## config.mk

```make
export PLATFORM = sky130hd
export DESIGN_NAME = mem_arbiter
export DESIGN_NICKNAME = d
export VERILOG_FILES = /design/src/rtl/mem_arbiter.sv
export SDC_FILE = /design/constraint.sdc
export NUM_CORES = 1
export LEC_CHECK = 0
export BUFFER_PORTS_ARGS = -buffer_cell sky130_fd_sc_hd__buf_2
export CORE_MARGIN = 1.5
export CORE_UTILIZATION = 49
export DETAILED_ROUTE_END_ITERATION = 8
export GPL_TIMING_DRIVEN = 0
export PLACE_DENSITY_LB_ADDON = 0.3
export SYNTH_ARGS = -nofsm -noshare
export SYNTH_HDL_FRONTEND = slang
export SYNTH_SLANG_ARGS = --single-unit
```

## constraint.sdc

```tcl
create_clock -name clock -period 4.5 [get_ports clock]
set_clock_uncertainty 0.2 [all_clocks]
set_input_delay 0.9 -clock clock [delete_from_list [all_inputs] [get_ports clock]]
set_output_delay 0.9 -clock clock [all_outputs]
set_load 0.02 [all_outputs]
```

## src/rtl/mem_arbiter.sv

```systemverilog
// Purpose : shares one multi-cycle data memory between the CPU MEM stage and a
//           DMA/loader port, and steers CPU addresses >= IO_BASE to a zero-wait IO port.
// Latency : each memory access takes WAIT_STATES+1 BUSY cycles after an IDLE grant cycle.
//           IO accesses are combinational.
// Backpressure: the CPU is held with cpu_stall. The DMA holds dma_req until the
//           one-cycle dma_ack pulse.
//
// Ports   : clock/reset (synchronous, active-high); cpu_* pipeline MEM-stage request,
//           response and stall; dma_* loader request with an ack pulse; mem_* single-port
//           memory; io_* IO block.
// Build   : define ARB_FIXED_PRIO_EN to make the CPU always win simultaneous requests.
//           Leave it undefined for round-robin arbitration.

module mem_arbiter #(
    parameter int unsigned WAIT_STATES = 1,
    parameter logic [15:0] IO_BASE     = 16'hFFF0
) (
    input  logic        clock,
    input  logic        reset,
    input  logic        cpu_req,
    input  logic        cpu_we,
    input  logic [15:0] cpu_addr,
    input  logic [15:0] cpu_wdata,
    output logic [15:0] cpu_rdata,
    output logic        cpu_stall,
    input  logic        dma_req,
    input  logic        dma_we,
    input  logic [15:0] dma_addr,
    input  logic [15:0] dma_wdata,
    output logic [15:0] dma_rdata,
    output logic        dma_ack,
    output logic        mem_en,
    output logic        mem_we,
    output logic [15:0] mem_addr,
    output logic [15:0] mem_wdata,
    input  logic [15:0] mem_rdata,
    output logic        io_en,
    output logic        io_we,
    output logic [3:0]  io_addr,
    output logic [15:0] io_wdata,
    input  logic [15:0] io_rdata
);

    typedef enum logic {ST_IDLE = 1'b0, ST_BUSY = 1'b1} state_t;

    localparam logic       OWN_CPU = 1'b0;
    localparam logic       OWN_DMA = 1'b1;
    localparam logic [3:0] WS_CNT  = 4'(WAIT_STATES);

    state_t      state_q, state_d;
    logic [3:0]  cnt_q, cnt_d;
    logic        owner_q, owner_d;
    logic        last_q, last_d;
    logic        mem_en_q, mem_en_d;
    logic        mem_we_q, mem_we_d;
    logic [15:0] mem_addr_q, mem_addr_d;
    logic [15:0] mem_wdata_q, mem_wdata_d;
    logic [15:0] cpu_rdata_q, cpu_rdata_d;
    logic [15:0] dma_rdata_q, dma_rdata_d;

    logic io_hit;
    logic mreq_c;
    logic done;
    logic cpu_done;
    logic dma_done;
    logic grant_dma;

    assign io_hit = cpu_req & (cpu_addr >= IO_BASE);
    assign mreq_c = cpu_req & ~io_hit;

    // Completion is masked while reset is asserted. A reset that lands on the
    // last access cycle therefore aborts the access without an ack.
    assign done     = (state_q == ST_BUSY) & (cnt_q == 4'd0) & ~reset;
    assign cpu_done = done & (owner_q == OWN_CPU);
    assign dma_done = done & (owner_q == OWN_DMA);

    // grant_dma is only consulted when at least one requester is active.
    // If the CPU is not requesting memory, the DMA must be the one requesting.
`ifdef ARB_FIXED_PRIO_EN
    assign grant_dma = ~mreq_c;
`else
    assign grant_dma = mreq_c ? (dma_req & (last_q == OWN_CPU)) : 1'b1;
`endif

    // State register and all datapath flops.
    always_ff @(posedge clock) begin
        if (reset) begin
            state_q     <= ST_IDLE;
            cnt_q       <= 4'd0;
            owner_q     <= OWN_CPU;
            last_q      <= OWN_DMA;
            mem_en_q    <= 1'b0;
            mem_we_q    <= 1'b0;
            mem_addr_q  <= 16'h0000;
            mem_wdata_q <= 16'h0000;
            cpu_rdata_q <= 16'h0000;
            dma_rdata_q <= 16'h0000;
        end else begin
            state_q     <= state_d;
            cnt_q       <= cnt_d;
            owner_q     <= owner_d;
            last_q      <= last_d;
            mem_en_q    <= mem_en_d;
            mem_we_q    <= mem_we_d;
            mem_addr_q  <= mem_addr_d;
            mem_wdata_q <= mem_wdata_d;
            cpu_rdata_q <= cpu_rdata_d;
            dma_rdata_q <= dma_rdata_d;
        end
    end

    // Next-state logic.
    always_comb begin
        state_d = state_q;
        case (state_q)
            ST_IDLE: if (mreq_c | dma_req) state_d = ST_BUSY;
            ST_BUSY: if (cnt_q == 4'd0)    state_d = ST_IDLE;
            default:                       state_d = ST_IDLE;
        endcase
    end

    // Grant latching, wait-state countdown and completion bookkeeping.
    always_comb begin
        cnt_d       = cnt_q;
        owner_d     = owner_q;
        last_d      = last_q;
        mem_en_d    = mem_en_q;
        mem_we_d    = mem_we_q;
        mem_addr_d  = mem_addr_q;
        mem_wdata_d = mem_wdata_q;
        cpu_rdata_d = cpu_rdata_q;
        dma_rdata_d = dma_rdata_q;
        case (state_q)
            ST_IDLE: begin
                if (mreq_c | dma_req) begin
                    owner_d     = grant_dma ? OWN_DMA : OWN_CPU;
                    cnt_d       = WS_CNT;
                    mem_en_d    = 1'b1;
                    mem_we_d    = grant_dma ? dma_we    : cpu_we;
                    mem_addr_d  = grant_dma ? dma_addr  : cpu_addr;
                    mem_wdata_d = grant_dma ? dma_wdata : cpu_wdata;
                end
            end
            ST_BUSY: begin
                if (cnt_q != 4'd0) begin
                    cnt_d = cnt_q - 4'd1;
                end else begin
                    last_d   = owner_q;
                    mem_en_d = 1'b0;
                    mem_we_d = 1'b0;
                    if (owner_q == OWN_CPU) cpu_rdata_d = mem_rdata;
                    else                    dma_rdata_d = mem_rdata;
                end
            end
            default: ;
        endcase
    end

    // Outputs. Completion data is forwarded straight from the memory so the
    // requester sees it in the completion cycle rather than one cycle later.
    always_comb begin
        cpu_stall = mreq_c & ~cpu_done;
        if (io_hit & ~cpu_we) cpu_rdata = io_rdata;
        else if (cpu_done)    cpu_rdata = mem_rdata;
        else                  cpu_rdata = cpu_rdata_q;
        dma_ack   = dma_done;
        dma_rdata = dma_done ? mem_rdata : dma_rdata_q;
        io_en     = io_hit;
        io_we     = cpu_we & io_hit;
        io_addr   = cpu_addr[3:0];
        io_wdata  = cpu_wdata;
    end

    assign mem_en    = mem_en_q;
    assign mem_we    = mem_we_q;
    assign mem_addr  = mem_addr_q;
    assign mem_wdata = mem_wdata_q;

endmodule

```

==> impl_metrics.json <==
{
  "synth_nets": 455,
  "cp_max_fo": 10,
  "grt_pass1_vias": 3305,
  "max-clock-path-buffers": 2,
  "reg2reg_slack_ns": 1.97,
  "slowest_delay_ns": 0.48,
  "routabilityCongestion": 0.8041,
  "htreeDepth": 3,
  "ys_top_cells_by_count": "dfxtp_1, nor2_1, mux2_2",
  "peakVddDrop_uv": 188.6,
  "hp-class": "reg2reg",
  "synth_seq_area_share": 0.3963,
  "setup_viol": 0,
  "antennaDiodeCount": 0,
  "via_per_inst": 5.210,
  "cts_setup_buffers": 0,
  "netlist_instances": 352,
  "reg2reg_depth": 6,
  "crit_cells": 7,
  "pin_count": 192,
  "cts_inserted_buffers": 9,
  "maxCapViolCount": 0,
  "core_um2": 7253,
  "path_common_cell": "buf_2",
  "hold_path.startpoint": "cpu_rdata_q[8]$_SDFFE_PP0P_",
  "path_buf_inv": 3,
  "grt_pass1_wl_um": 15470,
  "num_rows": 31,
  "slew_viol_final": 0,
  "slowest_stage": "or3_1",
  "first_pass_iters": 5,
  "yosysUniqueCellTypes": 37,
  "die-area_um2": 8054,
  "yosysWarnings": 0,
  "yosysTopAreaCell": "dfxtp_1",
  "slew_headroom": 0.3510,
  "stdcell_area_um2": 4936,
  "cp.arrival_ns": 2.88,
  "drt_wl_total_um": 9415,
  "grt.total_usage": 0.2348,
  "drc": 0,
  "p_leak_uw": 0.002534,
  "ys.flop_type": "dfxtp_1",
  "initial_core_util": 0.5084,
  "hold_viol_final": 0,
  "syn_area_um2": 3687,
  "hold_depth": 1,
  "drive_above_1_share": 0.5143,
  "fp.dieW_um": 89.75,
  "synth.most_common_cell": "dfxtp_1",
  "drt-initial-drc-count": 92,
  "synth_edf_count": 0,
  "hold_buffers": 0,
  "clk_latency_ns": 0.32,
  "status": "complete, no violations",
  "fin_setup_tns_ns": 0,
  "max_freq_ghz": 0.2513,
  "critPathLaunch": "cpu_addr[9]",
  "ant_nets": 0,
  "path_clk_slew_ns": 0.07,
  "rsz0062_at_grt": "no",
  "dr_total_vias": 3423,
  "power_density_nw_per_um2": 326.6,
  "syn2layout_area_growth_pct": 33.86,
  "reg2reg_from": "cnt_q[0]$_SDFFE_PP0P_",
  "synth_seq_cells": 73,
  "r2r-end": "cpu_rdata_q[14]$_SDFFE_PP0P_",
  "final_nets": 656,
  "grt_max_degree": 12,
  "avgSynthCellArea_um2": 10.48,
  "path_class": "in2out",
  "synth_top_area_frac": 0.3963,
  "grt_remaining_overflow": 0,
  "cts_resized": 0,
  "cts_tree": "built",
  "startpoint_type": "primary input",
  "required_ns": 3.40,
  "worstPathCellList": "buf_2 > nand4_1 > or3_1 > nor3_4 > buf_4 > mux2_2 > buf_2",
  "clock-sinks": 73,
  "async_reset_ff_frac": 0,
  "synth_area_leaders": "dfxtp_1, mux2_2, mux2i_1",
  "root_buffer": "clkbuf_8",
  "holdPathEnd": "cpu_rdata_q[8]$_SDFFE_PP0P_",
  "io_buffers": 190,
  "wl_per_cell_um": 14.33,
  "critical_path.top_delay_family": "simple AND/OR/NAND/NOR gates",
  "post-route-period-util": 0.8842,
  "finalCriticalPeriod_ns": 3.979,
  "place_hpwl_um": 7328,
  "crit_path_end_kind": "output port",
  "worstMarginPinSlew_ns": 0.9660,
  "die_h_um": 89.75,
  "antenna_found_initial": 0,
  "place_area_um2": 4762
}
worst max path at each step:
stage                              end  slack (ns)
after floorplan           cpu_rdata[0]        1.01
after global placement    cpu_rdata[6]        0.53
after detailed placement  cpu_rdata[4]        0.51
after CTS                 cpu_rdata[4]        0.50
after global routing      cpu_rdata[9]        0.42
final                     cpu_rdata[3]        0.52
registers in the layout (all words and copies together) (netlist names):
register and flops:
cnt_q 4, cpu_rdata_q 16, dma_rdata_q 16, last_q 1, mem_addr 16, mem_en 1, mem_wdata 16, mem_we 1
owner_q 1, state_q 1
report_power, final:
part	internal, uW	leakage (uW)	switching, uW
clock	228	0.0000932	226
sequential	698	0.000600	27.1
combinational	190	0.00184	243
total	1120	0.00253	496
through the flow:
step	utilization	setup WS, ns	hold WS, ns	power (uW)	cells
floorplan	-	1.007	0.2302	1018	352
global placement	0.6565	0.5345	0.2499	1163	641
detailed placement	0.6565	0.5083	0.2524	1174	641
CTS	0.6805	0.5029	0.2729	1624	657
global route	0.6805	0.4238	0.2864	1701	657
finish	0.6805	0.5210	0.2700	1612	657
layer usage:
metal | track usage | routed length [um]
met5 | 0 | 0
met4 | 0.07407 | 93
met3 | 0.05161 | 561
met2 | 0.4211 | 4745
met1 | 0.2783 | 4015
worst reg2reg max path: stages, from the launching register on:
cell and delay, ns:
dfxtp_1 0.34, inv_1 0.07, ha_1 0.27, nand4bb_4 0.16
nor3_1 0.76, clkbuf_1 0.47, a22o_1 0.23
area by class of cell:
cell class	instances	area, um2
timing repair buffer	190	950.9
tap	99	123.9
multi-input combinational	230	1931
buffer	45	280.3
inverter	4	15.01
sequential	73	1461
clock inverter	3	15.01
clock buffer	13	158.9
fill	608	2317
cell usage in the layout (no fill, tap or decap), drive strengths merged:
master	count
nand4bb	1
o21ba	1
o21a	1
a22o	32
a32oi	1
nand4	5
o21ai	2
o41ai	1
dfxtp	73
a21oi	6
mux2i	33
o31ai	1
nor3	5
xor2	1
clkinv	3
o41a	1
nor2	40
inv	4
a311o	1
ha	1
clkbuf	28
o311ai	1
and2	1
and4bb	1
nand2	4
or3	2
nand3	2
nand4b	1
nand2b	3
buf	220
a211oi	34
mux2	48
cells by family (layout without fill, tap and decap cells):
logic type | Yosys count | count (layout) | share of synthesized area
and+or+nand+nor | 65 | 65 | 0.09094
muxes | 81 | 81 | 0.2464
AOI/OAI and AO/OA | 82 | 82 | 0.1805
xor gates and xnor gates | 1 | 1 | 0.002376
buffers and inverters | 49 | 255 | 0.08008
adders and majority gates | 1 | 1 | 0.003393
DFF | 73 | 73 | 0.3963
Power figures use the tool's default switching activity.
